$ cat config.mk
export PLATFORM = sky130hd
export DESIGN_NAME = anita3_trigger_arbiter_flat
export DESIGN_NICKNAME = d
export VERILOG_FILES = /design/src/rtl/anita3_trigger_arbiter_pkg.sv /design/src/rtl/anita3_trigger_arbiter_if.sv /design/src/rtl/anita3_trigger_arbiter_sat_counter.sv /design/src/rtl/anita3_trigger_arbiter.sv /design/src/flat_wrapper.sv
export SDC_FILE = /design/constraint.sdc
export NUM_CORES = 1
export LEC_CHECK = 0
export CAP_MARGIN = 10
export CELL_PAD_IN_SITES_DETAIL_PLACEMENT = 0
export CELL_PAD_IN_SITES_GLOBAL_PLACEMENT = 1
export CORE_MARGIN = 1.5
export CORE_UTILIZATION = 40
export CTS_BUF_LIST = sky130_fd_sc_hd__clkbuf_4 sky130_fd_sc_hd__clkbuf_8 sky130_fd_sc_hd__clkbuf_16
export CTS_CLUSTER_DIAMETER = 30
export CTS_CLUSTER_SIZE = 40
export DETAILED_ROUTE_END_ITERATION = 10
export DONT_BUFFER_PORTS = 1
export GPL_ROUTABILITY_DRIVEN = 0
export PLACE_DENSITY = 0.76
export SLEW_MARGIN = 20
export SYNTH_ARGS = -nofsm -noshare
export SYNTH_HDL_FRONTEND = slang
export SYNTH_SLANG_ARGS = --single-unit
$ cat constraint.sdc
create_clock -name clk250_i -period 2.55 [get_ports clk250_i]
set_clock_uncertainty 0.2 [all_clocks]
set_input_delay 0.51 -clock clk250_i [delete_from_list [all_inputs] [get_ports clk250_i]]
set_output_delay 0.51 -clock clk250_i [all_outputs]
set_load 0.005 [all_outputs]
$ cat src/rtl/anita3_trigger_arbiter_pkg.sv
// anita3_trig_pkg: shared constants for the ANITA-3 trigger arbiter.
//   SRC_*          source index of each trigger input bit
//   state_e        arbiter FSM states
//   DEF_*          default widths for the arbiter, interface and counters
package anita3_trig_pkg;

  localparam int unsigned SRC_RF   = 0;
  localparam int unsigned SRC_PPS1 = 1;
  localparam int unsigned SRC_PPS2 = 2;
  localparam int unsigned SRC_SOFT = 3;

  localparam int unsigned DEF_NUM_SRC      = 4;
  localparam int unsigned DEF_HOLDOFF_BITS = 8;
  localparam int unsigned DEF_CNT_BITS     = 16;
  localparam int unsigned LOST_ADDR_BITS   = 2;

  typedef enum logic [1:0] {
    IDLE    = 2'd0,
    ISSUE   = 2'd1,
    HOLDOFF = 2'd2
  } state_e;

endpackage

$ cat src/rtl/anita3_trigger_arbiter_if.sv
// anita3_trig_if: bundle between the trigger sources / readout side and the
// arbiter.
//   req_i, en_i        per-source request pulses and enables
//   holdoff_i, dead_i  holdoff length and buffer-manager dead flag
//   trig_o             one-hot single-cycle trigger
//   busy_o, pending_o  FSM-not-idle flag and pending request flags
//   lost_addr_i/_clr_i lost-counter select and clear
//   lost_dat_o         selected lost counter (registered)
// master: trigger sources / readout; slave: the arbiter.
interface anita3_trig_if
  import anita3_trig_pkg::*;
#(
  parameter int unsigned NUM_SRC      = DEF_NUM_SRC,
  parameter int unsigned HOLDOFF_BITS = DEF_HOLDOFF_BITS,
  parameter int unsigned CNT_BITS     = DEF_CNT_BITS
);
  logic [NUM_SRC-1:0]        req_i;
  logic [NUM_SRC-1:0]        en_i;
  logic [HOLDOFF_BITS-1:0]   holdoff_i;
  logic                      dead_i;
  logic [NUM_SRC-1:0]        trig_o;
  logic                      busy_o;
  logic [NUM_SRC-1:0]        pending_o;
  logic [LOST_ADDR_BITS-1:0] lost_addr_i;
  logic [CNT_BITS-1:0]       lost_dat_o;
  logic                      lost_clr_i;

  modport master (
    output req_i, en_i, holdoff_i, dead_i, lost_addr_i, lost_clr_i,
    input  trig_o, busy_o, pending_o, lost_dat_o
  );

  modport slave (
    input  req_i, en_i, holdoff_i, dead_i, lost_addr_i, lost_clr_i,
    output trig_o, busy_o, pending_o, lost_dat_o
  );
endinterface

$ cat src/rtl/anita3_trigger_arbiter_sat_counter.sv
// anita3_sat_counter: saturating up-counter for lost-request accounting.
//   clk_i    clock
//   rst_n_i  synchronous active-low reset
//   inc_i    increment request (ignored once at all-ones)
//   clr_i    synchronous clear, takes precedence over inc_i
//   cnt_o    current count
module anita3_sat_counter #(
  parameter int unsigned CNT_BITS = 16
) (
  input  logic                clk_i,
  input  logic                rst_n_i,
  input  logic                inc_i,
  input  logic                clr_i,
  output logic [CNT_BITS-1:0] cnt_o
);
  logic [CNT_BITS-1:0] cnt_q;

  always_ff @(posedge clk_i) begin
    if (!rst_n_i)                   cnt_q <= '0;
    else if (clr_i)                 cnt_q <= '0;
    else if (inc_i && cnt_q != '1)  cnt_q <= cnt_q + 1'b1;
  end

  assign cnt_o = cnt_q;
endmodule

$ cat src/rtl/anita3_trigger_arbiter.sv
// anita3_trigger_arbiter: latches per-source trigger requests, issues them
// one at a time in fixed priority (bit 0 highest) while the buffer manager
// is not dead, enforces a holdoff after each trigger, and counts requests
// that coalesced into an already-pending flag.
//   clk250_i  250 MHz clock, rising edge
//   rst_n_i   synchronous active-low reset
//   bus       anita3_trig_if slave: requests, enables, holdoff, dead,
//             trigger out, busy/pending status, lost-counter readout
module anita3_trigger_arbiter
  import anita3_trig_pkg::*;
#(
  parameter int unsigned NUM_SRC      = DEF_NUM_SRC,
  parameter int unsigned HOLDOFF_BITS = DEF_HOLDOFF_BITS,
  parameter int unsigned CNT_BITS     = DEF_CNT_BITS
) (
  input  logic          clk250_i,
  input  logic          rst_n_i,
  anita3_trig_if.slave  bus
);
  localparam int unsigned IDX_W = (NUM_SRC > 1) ? $clog2(NUM_SRC) : 1;

  state_e                  state_q, state_d;
  logic [IDX_W-1:0]        grant_q, grant_d;
  logic [HOLDOFF_BITS-1:0] hcnt_q, hcnt_d;
  logic [NUM_SRC-1:0]      pend_q, pend_d;
  logic [NUM_SRC-1:0]      grant_clr;
  logic [NUM_SRC-1:0]      lost_inc;
  logic [NUM_SRC-1:0]      trig;
  logic [IDX_W-1:0]        enc_idx;
  logic [CNT_BITS-1:0]     cnt [NUM_SRC];
  logic [CNT_BITS-1:0]     lost_q;

  // Lowest-index pending source wins.
  always_comb begin
    enc_idx = '0;
    for (int unsigned k = NUM_SRC; k > 0; k--) begin
      if (pend_q[k-1]) enc_idx = IDX_W'(k-1);
    end
  end

  always_comb begin
    state_d   = state_q;
    grant_d   = grant_q;
    hcnt_d    = hcnt_q;
    trig      = '0;
    grant_clr = '0;
    unique case (state_q)
      IDLE: begin
        if ((|pend_q) && !bus.dead_i) begin
          grant_d = enc_idx;
          state_d = ISSUE;
        end
      end
      ISSUE: begin
        trig[grant_q]      = 1'b1;
        grant_clr[grant_q] = 1'b1;
        hcnt_d             = bus.holdoff_i;
        state_d            = (bus.holdoff_i == '0) ? IDLE : HOLDOFF;
      end
      HOLDOFF: begin
        if (hcnt_q != '0) hcnt_d = hcnt_q - 1'b1;
        if (hcnt_q <= HOLDOFF_BITS'(1)) state_d = IDLE;
      end
      default: state_d = IDLE;
    endcase
  end

  // A new request beats a same-cycle grant clear; a disable flushes.
  always_comb begin
    pend_d   = (bus.req_i & bus.en_i) | (pend_q & bus.en_i & ~grant_clr);
    lost_inc = bus.req_i & bus.en_i & pend_q & ~grant_clr;
  end

  always_ff @(posedge clk250_i) begin
    if (!rst_n_i) begin
      state_q <= IDLE;
      grant_q <= '0;
      hcnt_q  <= '0;
      pend_q  <= '0;
      lost_q  <= '0;
    end else begin
      state_q <= state_d;
      grant_q <= grant_d;
      hcnt_q  <= hcnt_d;
      pend_q  <= pend_d;
      lost_q  <= cnt[bus.lost_addr_i];
    end
  end

  for (genvar g = 0; g < NUM_SRC; g++) begin : g_lost
    anita3_sat_counter #(.CNT_BITS(CNT_BITS)) u_cnt (
      .clk_i   (clk250_i),
      .rst_n_i (rst_n_i),
      .inc_i   (lost_inc[g]),
      .clr_i   (bus.lost_clr_i),
      .cnt_o   (cnt[g])
    );
  end

  assign bus.trig_o     = trig;
  assign bus.busy_o     = (state_q != IDLE);
  assign bus.pending_o  = pend_q;
  assign bus.lost_dat_o = lost_q;
endmodule

$ cat src/flat_wrapper.sv
// flat-port wrapper written by rule: the top's interface ports become plain ports
module anita3_trigger_arbiter_flat import anita3_trig_pkg::*;
#(
  parameter int unsigned NUM_SRC      = DEF_NUM_SRC,
  parameter int unsigned HOLDOFF_BITS = DEF_HOLDOFF_BITS,
  parameter int unsigned CNT_BITS     = DEF_CNT_BITS
)
  (clk250_i, rst_n_i, bus_req_i, bus_en_i, bus_holdoff_i, bus_dead_i, bus_lost_addr_i, bus_lost_clr_i, bus_trig_o, bus_busy_o, bus_pending_o, bus_lost_dat_o);
  anita3_trig_if #(.NUM_SRC(NUM_SRC), .HOLDOFF_BITS(HOLDOFF_BITS), .CNT_BITS(CNT_BITS)) bus_i ();
  input  logic clk250_i;
  input  logic rst_n_i;
  input wire logic [$bits(bus_i.req_i)-1:0] bus_req_i;
  input wire logic [$bits(bus_i.en_i)-1:0] bus_en_i;
  input wire logic [$bits(bus_i.holdoff_i)-1:0] bus_holdoff_i;
  input wire logic [$bits(bus_i.dead_i)-1:0] bus_dead_i;
  input wire logic [$bits(bus_i.lost_addr_i)-1:0] bus_lost_addr_i;
  input wire logic [$bits(bus_i.lost_clr_i)-1:0] bus_lost_clr_i;
  output wire logic [$bits(bus_i.trig_o)-1:0] bus_trig_o;
  output wire logic [$bits(bus_i.busy_o)-1:0] bus_busy_o;
  output wire logic [$bits(bus_i.pending_o)-1:0] bus_pending_o;
  output wire logic [$bits(bus_i.lost_dat_o)-1:0] bus_lost_dat_o;
  assign bus_i.req_i = bus_req_i;
  assign bus_i.en_i = bus_en_i;
  assign bus_i.holdoff_i = bus_holdoff_i;
  assign bus_i.dead_i = bus_dead_i;
  assign bus_i.lost_addr_i = bus_lost_addr_i;
  assign bus_i.lost_clr_i = bus_lost_clr_i;
  assign bus_trig_o = bus_i.trig_o;
  assign bus_busy_o = bus_i.busy_o;
  assign bus_pending_o = bus_i.pending_o;
  assign bus_lost_dat_o = bus_i.lost_dat_o;
  anita3_trigger_arbiter #(.NUM_SRC(NUM_SRC), .HOLDOFF_BITS(HOLDOFF_BITS), .CNT_BITS(CNT_BITS)) u_core (.clk250_i(clk250_i), .rst_n_i(rst_n_i), .bus(bus_i));
endmodule
# Word level (Yosys, flattened, before mapping)
# Index checks and enable logic that the tools add are counted.
# word_totals
reg_bits	96
inputBits	22
output_inout_bits	25
word_cells	69
# classes
addsub	5
magnitude_cmp	4
eq_ne	9
mux	16
bitwise_logic	9
reduce_logical	17
# op_table
operator	count
$add 16x1->16 const B	4
$ne 16x16->1 const B	4
$bmux 16 s2	1
$mux 16	2
$and 4x4->4	5
$pmux 8 s2	1
$mux 2	7
$le 8x1->1 const B	1
$logic_not 8->1	1
$mux 8	1
$reduce_bool 8->1	1
$sub 8x1->8 const B	1
$logic_and 1x1->1	6
$ne 2x1->1 const B	3
$pmux 2 s3	1
$reduce_and 2->1	3
$mux 4	1
$not 4->4	1
$or 4x4->4	1
$reduce_bool 2->1	2
$reduce_or 4->1	1
$ge 3x3->1 const B	1
$lt 2x3->1 const B	1
$not 2->3	1
other kinds (9)	9

# Depth between registers and ports, before layout
# Gate-level depths: netlist of the first run.
# logic_depth
ltp_word	8
depth_mapped	7
mapped_depth_nobuf	7

# By module
# From an unflattened synthesis of the first run, not the netlist that was laid out.
# unflattened
hier_cells	533
area_unflattened_um2	5217.5
# by_module_without_submodules
module	n_inst	cells_each	area_per_inst_um2	seq_area_each_um2
anita3_sat_counter	4	91	864.6	320.3
anita3_trigger_arbiter	1	169	1759.2	640.6

# Least setup slack after synthesis of the first run
# Ideal clock, no wire load.
# synth_timing
path_kind	input -> register
start	input bus_lost_addr_i[0]
end	register u_core.lost_q[8], in the netlist u_core.bus.lost_dat_o[8]
setup_ns	0.115
arrival_time_ns	1.923
required_ns	2.235
setup_slack_ns	0.312
cell_stages	4
n_path_buf	2
path_cell_list	clkbuf_1 > buf_2 > mux4_1 > and2_1
# synth_via
elab_chain_cells	4
# synth_rtl
item	line	source
from (decl)	flat_wrapper.sv:16	input wire logic [$bits(bus_i.lost_addr_i)-1:0] bus_lost_addr_i;
$not 2->3 (implied by the code)	anita3_trigger_arbiter.sv:86	lost_q <= cnt[bus.lost_addr_i];
$bmux 16 s2	anita3_trigger_arbiter.sv:86	
$mux 16 (implied by the code) (2 in a row)	anita3_trigger_arbiter.sv:86	
to (signal assigned)	anita3_trigger_arbiter.sv:86	
to (decl)	anita3_trigger_arbiter.sv:31	logic [CNT_BITS-1:0] lost_q;
# No other way between the ends. The select of a mux whose other input is x is not followed.
# A chain may end at the register's enable or synchronous reset.

# Worst setup path in the final report of the first run
# layout_timing
start	register u_core.state_q[1]
end	register u_core.g_lost[3].u_cnt.cnt_q[15]
# layout_via
elab_chain_cells	5
# layout_rtl
item	line	source
from (decl)	anita3_trigger_arbiter.sv:22	state_e state_q, state_d;
from (signal assigned)	anita3_trigger_arbiter.sv:82	state_q <= state_d;
$eq 2x1->1	-	
$mux 4	-	
via bus_trig_o[3]	flat_wrapper.sv:18	output wire logic [$bits(bus_i.trig_o)-1:0] bus_trig_o;
$not 4->4	anita3_trigger_arbiter.sv:71	lost_inc = bus.req_i & bus.en_i & pend_q & ~grant_clr;
$and 4x4->4	anita3_trigger_arbiter.sv:71	
$logic_and 1x1->1	anita3_trigger_arbiter_sat_counter.sv:21	else if (inc_i && cnt_q != '1) cnt_q <= cnt_q + 1'b1;
to (signal assigned)	anita3_trigger_arbiter_sat_counter.sv:21	
to (decl)	anita3_trigger_arbiter_sat_counter.sv:16	logic [CNT_BITS-1:0] cnt_q;
# The timed path passes the listed nets, and every way through them passes these cells.

==> run metrics, run 1 <==
syn_nets=574; count of mapped cells out of synthesis=545; predominant post-synthesis flop cell=dfxtp_1; asr flop ratio synth=0%; die area=12900 µm²; Initial Utilization=41.0%; CP max FO=6; vias in the first global route=3831; final core utilization=44.9%; maximum clock rate=0.445 GHz; Commonest cells post-synth=dfxtp_1, nor2_1, nand2_1, xnor2_1, nand3_1; Yosys reg bits=96; status=finished clean; Crit path max-delay family=simple AND/OR/NAND/NOR gates; largest net degree at the start of global routing=26; Crit. Startpoint=u_core.state_q[1]; critical path endpoint category=flip-flop; warnings from Yosys=0; IO Port Bufs=0; Synth cell types=61; die width=114 µm; area delta synth->final=9.60%; Setup CP Type=flip-flop to flip-flop; slowest CP cell=or4_1; critical path arrival=2.29 ns; drt wl/cell=18.0 µm; total grt overflow=0; startpoint types=flip-flop; post-CTS setup buffer count=0; Synth area leaders=dfxtp_1, mux4_2, xnor2_1; vias per std cell=5.81; Critical Path Stages=6; total CTS buffers=9; LEAKAGE=1.75 nW; CTS tree=built; fin crit share=88.1%; Post-CTS Hold Fix Bufs=0; post-synth top area share=39.2%; clk_lat worst skew=0.35 ns; Slew @ Worst Pin=0.625 ns; reg-to-reg startpoint=u_core.state_q[1]; Ports=47; max cap viols=0; HPWL after DPL=9.49 mm; Worst-path clk slew=0.07 ns; std cell rows=40; Hold/Removal Path Class=primary input to flip-flop; antenna violations before repair=0; CP cell instances=nand4b_1 > inv_2 > or4_1 > nor4_2 > xnor2_1 > nor2_1; Placeable Area=12000 µm²; Reg-to-Reg End=u_core.g_lost[3].u_cnt.cnt_o[15]; chip height=114 µm; drt drc=0; unrepaired setup endpoints after global routing=false; max-slew violations=0; Seq/Total Area, Yosys=39.2%; post-layout min period=2.25 ns; Crit path buffers/inverters=1; count leader, synth=dfxtp_1; drt pass-1 iters=4; Clock Path Buffers=2; Power Density=560 nW/µm²; average size of a mapped cell=8.99 µm²; number of fillers in the final layout=1178; Worst EP required=2.60 ns; Sequential Area=1920 µm²; relative slew slack=58.0%; layout cells sized above 1=11.4%; Netlist Area Pre-Place=4900 µm²; cell taking the most area after synthesis=dfxtp_1; crit path capture=u_core.g_lost[3].u_cnt.cnt_o[15]; Tot GR Track Use=20.2%; biggest cell delay along the critical path=0.66 ns; Final Setup Violations=0; reg2reg setup slack=0.30 ns; quantity of gates resized following cts=0; Final #Nets=576; Post-synth EDFFs=0; via count=4062; Post-DRT Antenna Nets=0; Root Buffer=clkbuf_16; Hold Violations, Final=0; detailed-route wire length=12.6 mm; H-tree levels=3; area of the multi-input gates=2830 µm²; total negative slack=0 ns; first-pass GRT wire length=20.2 mm; Antenna diodes=0; Clock Sinks=96; worst vdd ir=0.359 mV; initial drt markers=351; R2R depth=6
[metal layers]
metal,track usage (%),part of all wire [%],wire length [µm],up-vias
met5,0,0,0,-
met4,6.08,1.4,172,0
met3,4.09,6.5,818,12
met2,33.3,47,5860,112
met1,27.0,45,5710,1949
li1,-,-,-,1989
[report_power, final]
part	switching, W	internal (W)	leakage (nW)
registers	0.0000194	0.00151	0.775
logic	0.0000943	0.0000737	0.836
clock network	0.000581	0.000726	0.138
total	0.000695	0.00231	1.75
[cell type report]
class                           count  share of cell area, %
Clock inverter                      4                  0.536
Multi-Input combinational cell    413                   52.6
Sequential cell                    96                   35.8
Inverter                           14                  0.978
Tap cell                          147                   3.42
Clock buffer                       12                   4.85
Timing Repair Buffer               13                   1.82
[cell families after synthesis]
group	Yosys count	synth area share, %
DFF	96	39.2
adders and majority gates	7	1.79
AOI/OAI and AO/OA	68	9.27
buffers and inverters	36	3.17
and+or+nand+nor	270	29.5
muxes	25	9.37
xor gates and xnor gates	43	7.68
[how the worst min path moves through the flow]
| stage | start | endpoint | slack, ns | depth (start not counted) |
|---|---|---|---|---|
| 4_1_cts | bus_en_i[1] | u_core.bus.pending_o[1] | 0.07 | 2 |
| 3_5_place_dp | u_core.g_lost[2].u_cnt.cnt_o[15] | u_core.g_lost[2].u_cnt.cnt_o[15] | 0.30 | 2 |
| 5_1_grt | bus_en_i[1] | u_core.bus.pending_o[1] | 0.07 | 2 |
| 3_3_place_gp | u_core.grant_q[1] | u_core.grant_q[1] | 0.28 | 2 |
| 2_1_floorplan | u_core.g_lost[2].u_cnt.cnt_o[15] | u_core.g_lost[2].u_cnt.cnt_o[15] | 0.25 | 2 |
| 6_report | bus_en_i[1] | u_core.bus.pending_o[1] | 0.08 | 2 |
[state kept, by name (all words and copies together), names as in the netlist]
| signal | flops |
|---|---|
| u_core.bus.lost_dat_o | 16 |
| u_core.bus.pending_o | 4 |
| u_core.g_lost.u_cnt.cnt_o | 64 |
| u_core.grant_q | 2 |
| u_core.hcnt_q | 8 |
| u_core.state_q | 2 |
[stage by stage]
step | std cells | setup WS, ns | total power [W] | cell area [µm²] | hold WS [ns]
after CTS | 699 | 0.326 | 0.00303 | 5370 | 0.0707
after global routing | 699 | 0.195 | 0.00312 | 5370 | 0.0725
final | 699 | 0.303 | 0.00301 | 5370 | 0.0766
after global placement | 683 | 0.314 | 0.00173 | 5080 | 0.278
after detailed placement | 683 | 0.316 | 0.00173 | 5080 | 0.303
after floorplan | 545 | 0.312 | 0.00170 | 4900 | 0.252
[cells in the final DEF (no fill, tap or decap), types with 2 or more instances in the layout]
master / synthesis / routed
a211oi_1: 5 / 5
a21oi_1: 18 / 18
a31o_2: 3 / 3
a31oi_1: 4 / 4
and2_1: 20 / 20
and3_1: 7 / 7
and4_1: 7 / 7
buf_4: 0 / 13
clkbuf_16: 0 / 9
clkbuf_8: 0 / 2
clkinvlp_4: 0 / 2
dfxtp_1: 96 / 96
ha_1: 7 / 7
inv_1: 12 / 12
mux2i_1: 8 / 8
mux4_1: 2 / 2
mux4_2: 14 / 14
nand2_1: 40 / 40
nand2b_1: 3 / 2
nand3_1: 30 / 30
nand4_1: 15 / 15
nand4b_1: 3 / 3
nor2_1: 72 / 72
nor2b_1: 4 / 4
nor3_1: 18 / 18
nor3b_1: 2 / 2
nor4_1: 18 / 18
nor4b_1: 3 / 3
o211a_1: 2 / 2
o211ai_1: 6 / 6
o21a_1: 4 / 4
o21ai_0: 13 / 13
o31a_1: 2 / 2
or2_2: 6 / 6
or3_1: 4 / 4
or4_1: 7 / 7
or4_4: 2 / 2
xnor2_1: 32 / 32
xor2_1: 11 / 11
Note: power is estimated with default switching activity, not from simulation.
==> inputs of run 2 (changes only) <==
--- a/config.mk
+++ b/config.mk
@@ -17,7 +17,6 @@
 export DONT_BUFFER_PORTS = 1
 export GPL_ROUTABILITY_DRIVEN = 0
 export PLACE_DENSITY = 0.76
-export SLEW_MARGIN = 20
 export SYNTH_ARGS = -nofsm -noshare
 export SYNTH_HDL_FRONTEND = slang
 export SYNTH_SLANG_ARGS = --single-unit
==> constraint.sdc (replaced) <==
create_clock -name clk250_i -period 2.5 [get_ports clk250_i]
set_clock_uncertainty 0.2 [all_clocks]
set_input_delay 0.5 -clock clk250_i [delete_from_list [all_inputs] [get_ports clk250_i]]
set_output_delay 0.5 -clock clk250_i [all_outputs]
set_load 0.005 [all_outputs]
==> run metrics, run 2 (synthesized netlist as in run 1, its figures left out) <==
Slew @ Worst Pin=0.638 ns (+0.0129 ns); detailed-route wire length=12.3 mm (-1.9%); vias in the first global route=3818 (-0.34%); Power Internal=0.00241 W (+4.1%); Hold Violations, Final=0 (unchanged); Initial Utilization=41.0% (unchanged); maximum clock rate=0.442 GHz (-0.72%); Comb pwr share=5.7% (about the same); CP cell instances=buf_4 > nor4bb_1 > buf_4 > or3b_1 > nor3_1 > a21oi_1 > a31o_2; drt pass-1 iters=4 (unchanged); vias per std cell=5.75 (-1.1%); Crit. Startpoint=u_core.state_q[1]; first-pass GRT wire length=20.0 mm (-1.2%); Placeable Area=12000 µm² (unchanged); CTS tree=built; Post-CTS Hold Fix Bufs=0 (unchanged); Root Buffer=clkbuf_16; total grt overflow=0 (unchanged); Crit path buffers/inverters=2 (+1); area delta synth->final=10.3%; unrepaired setup endpoints after global routing=false; HPWL after DPL=9.38 mm (-1.2%); crit path capture=u_core.g_lost[2].u_cnt.cnt_o[12]; Worst EP required=2.54 ns (-0.06 ns); Placed Instances=688 (+0.73%); Final #Nets=581 (+0.87%); initial drt markers=387 (+10%); Post-DRT Antenna Nets=0 (unchanged); Setup CP Type=flip-flop to flip-flop; Clock Path Buffers=2 (unchanged); Hold/Removal Path Class=primary input to flip-flop; share of total power in the clock network=43.6% (+0.2 points); Power Density=571 nW/µm² (+1.9%); LEAKAGE=1.77 nW (+1.1%); Crit path max-delay family=simple AND/OR/NAND/NOR gates; sw frac=21.9% (-1.2 points); critical path arrival=2.30 ns (about the same); Placed Area=5120 µm² (+0.74%); Reg-to-Reg End=u_core.g_lost[2].u_cnt.cnt_o[12]; Sw Pwr=0.000675 W (-2.9%); reg2reg setup slack=0.24 ns (-0.07 ns); die width=114 µm (unchanged); Power Total=0.00308 W (+2.5%); Tot GR Track Use=19.9% (-0.38 points); Final Setup Violations=0 (unchanged); Sequential Power Share=50.8% (-0.2 points); biggest cell delay along the critical path=0.47 ns (-0.19 ns); critical path endpoint category=flip-flop; IO Port Bufs=0 (unchanged); CP dominant cell by count=buf_4; R2R depth=7 (+1); Worst-path clk slew=0.06 ns (about the same); slowest CP cell=or3b_1; number of fillers in the final layout=1131 (-4.0%); max reg flops=64 (unchanged); relative slew slack=57.1% (-0.87 points); drt wl/cell=17.5 µm (-2.3%); std cell rows=40 (unchanged); reg-to-reg startpoint=u_core.state_q[1]; layout cells sized above 1=11.9% (+0.48 points); antenna violations before repair=0 (unchanged); total negative slack=0 ns (unchanged); startpoint types=flip-flop; final instance area=5410 µm² (+0.63%); Critical Path Stages=7 (+1); die area=12900 µm² (unchanged); max-slew violations=0 (unchanged); max cap viols=0 (unchanged); H-tree levels=3 (unchanged); post-CTS setup buffer count=0 (unchanged); largest net degree at the start of global routing=27 (+3.8%); chip height=114 µm (unchanged); Non-Filler Instances=702 (+0.43%); quantity of gates resized following cts=0 (unchanged); Hold Crit Depth=2 (unchanged); via count=4033 (-0.71%); Antenna diodes=0 (unchanged); fin crit share=90.5% (+2.4 points); most frequent cells in the layout=dfxtp_1, nor2_1, nand2_1, xnor2_1, nand3_1; status=finished clean; worst vdd ir=0.330 mV (-8.1%); commonest non-fill, non-tap cell in the layout=dfxtp_1; post-layout min period=2.26 ns (+0.0163 ns); clk_lat worst skew=0.34 ns (about the same); Clock Sinks=96 (unchanged); CP max FO=11 (+5); final core utilization=45.2% (+0.28 points); drt drc=0 (unchanged); total CTS buffers=9 (unchanged); Ports=47 (unchanged)
[run 2: changes by cell type in the layout (fill, tap and decap cells not counted), sizes merged]
cell,delta
buf,+5
clkinv,-2
bufinv,+1
clkbuf,-1
[run 2: layer usage]
| metal | share of wire, % | up-vias | GRT usage [%] |
|---|---|---|---|
| li1 | - | 1994 | - |
| met5 | 0 | - | 0 |
| met2 | 47 | 104 | 32.9 |
| met1 | 46 | 1925 | 25.9 |
| met3 | 5.3 | 10 | 4.30 |
| met4 | 1.2 | 0 | 6.33 |
[run 2: how the worst min path moves through the flow]
stage	from	end	slack, ns
6_report	bus_en_i[1]	u_core.bus.pending_o[1]	0.07
2_1_floorplan	u_core.g_lost[2].u_cnt.cnt_o[15]	u_core.g_lost[2].u_cnt.cnt_o[15]	0.25
3_3_place_gp	u_core.g_lost[2].u_cnt.cnt_o[15]	u_core.g_lost[2].u_cnt.cnt_o[15]	0.28
5_1_grt	rst_n_i	u_core.bus.pending_o[3]	0.07
4_1_cts	bus_en_i[1]	u_core.bus.pending_o[1]	0.06
3_5_place_dp	u_core.g_lost[2].u_cnt.cnt_o[15]	u_core.g_lost[2].u_cnt.cnt_o[15]	0.29
[run 2: cell type report]
class	count	area (µm²)	area share [%]
multi-input cells	413	2830	52.3
flip-flops and latches	96	1920	35.6
clock inverters	3	45.0	0.833
clock buffers	11	240	4.44
repair buffers	18	135	2.50
inverters	14	52.6	0.972
well taps	147	184	3.40
[run 2: per-stage QoR]
step | worst slack [ns] | hold slack (ns)
CTS | 0.248 | 0.0638
global route | 0.0601 | 0.0669
floorplan | 0.272 | 0.252
global placement | 0.278 | 0.279
detailed placement | 0.261 | 0.285
finish | 0.237 | 0.0729
[run 2: power by group through the flow]
stage          combinational, W  clock, W  sequential, W
6_report               0.000176   0.00134        0.00157
5_1_grt                0.000196   0.00144        0.00157
4_1_cts                0.000174   0.00138        0.00156
3_5_place_dp           0.000173         0        0.00160
3_3_place_gp           0.000169         0        0.00160
2_1_floorplan          0.000141         0        0.00159
[run 2: worst reg2reg max path: stages, from the launching register on]
cell and delay, ns:
dfxtp_1 0.35, buf_4 0.19, nor4bb_1 0.07, buf_4 0.17, or3b_1 0.47, nor3_1 0.38, a21oi_1 0.12, a31o_2 0.21
==> inputs of run 3 (changes only) <==
--- a/config.mk
+++ b/config.mk
@@ -5,7 +5,7 @@
 export SDC_FILE = /design/constraint.sdc
 export NUM_CORES = 1
 export LEC_CHECK = 0
-export CAP_MARGIN = 10
+export CAP_MARGIN = 20
 export CELL_PAD_IN_SITES_DETAIL_PLACEMENT = 0
 export CELL_PAD_IN_SITES_GLOBAL_PLACEMENT = 1
 export CORE_MARGIN = 1.5
==> results of run 3 <==
No change in the layout: final DEF, timing and power equal those of run 2.
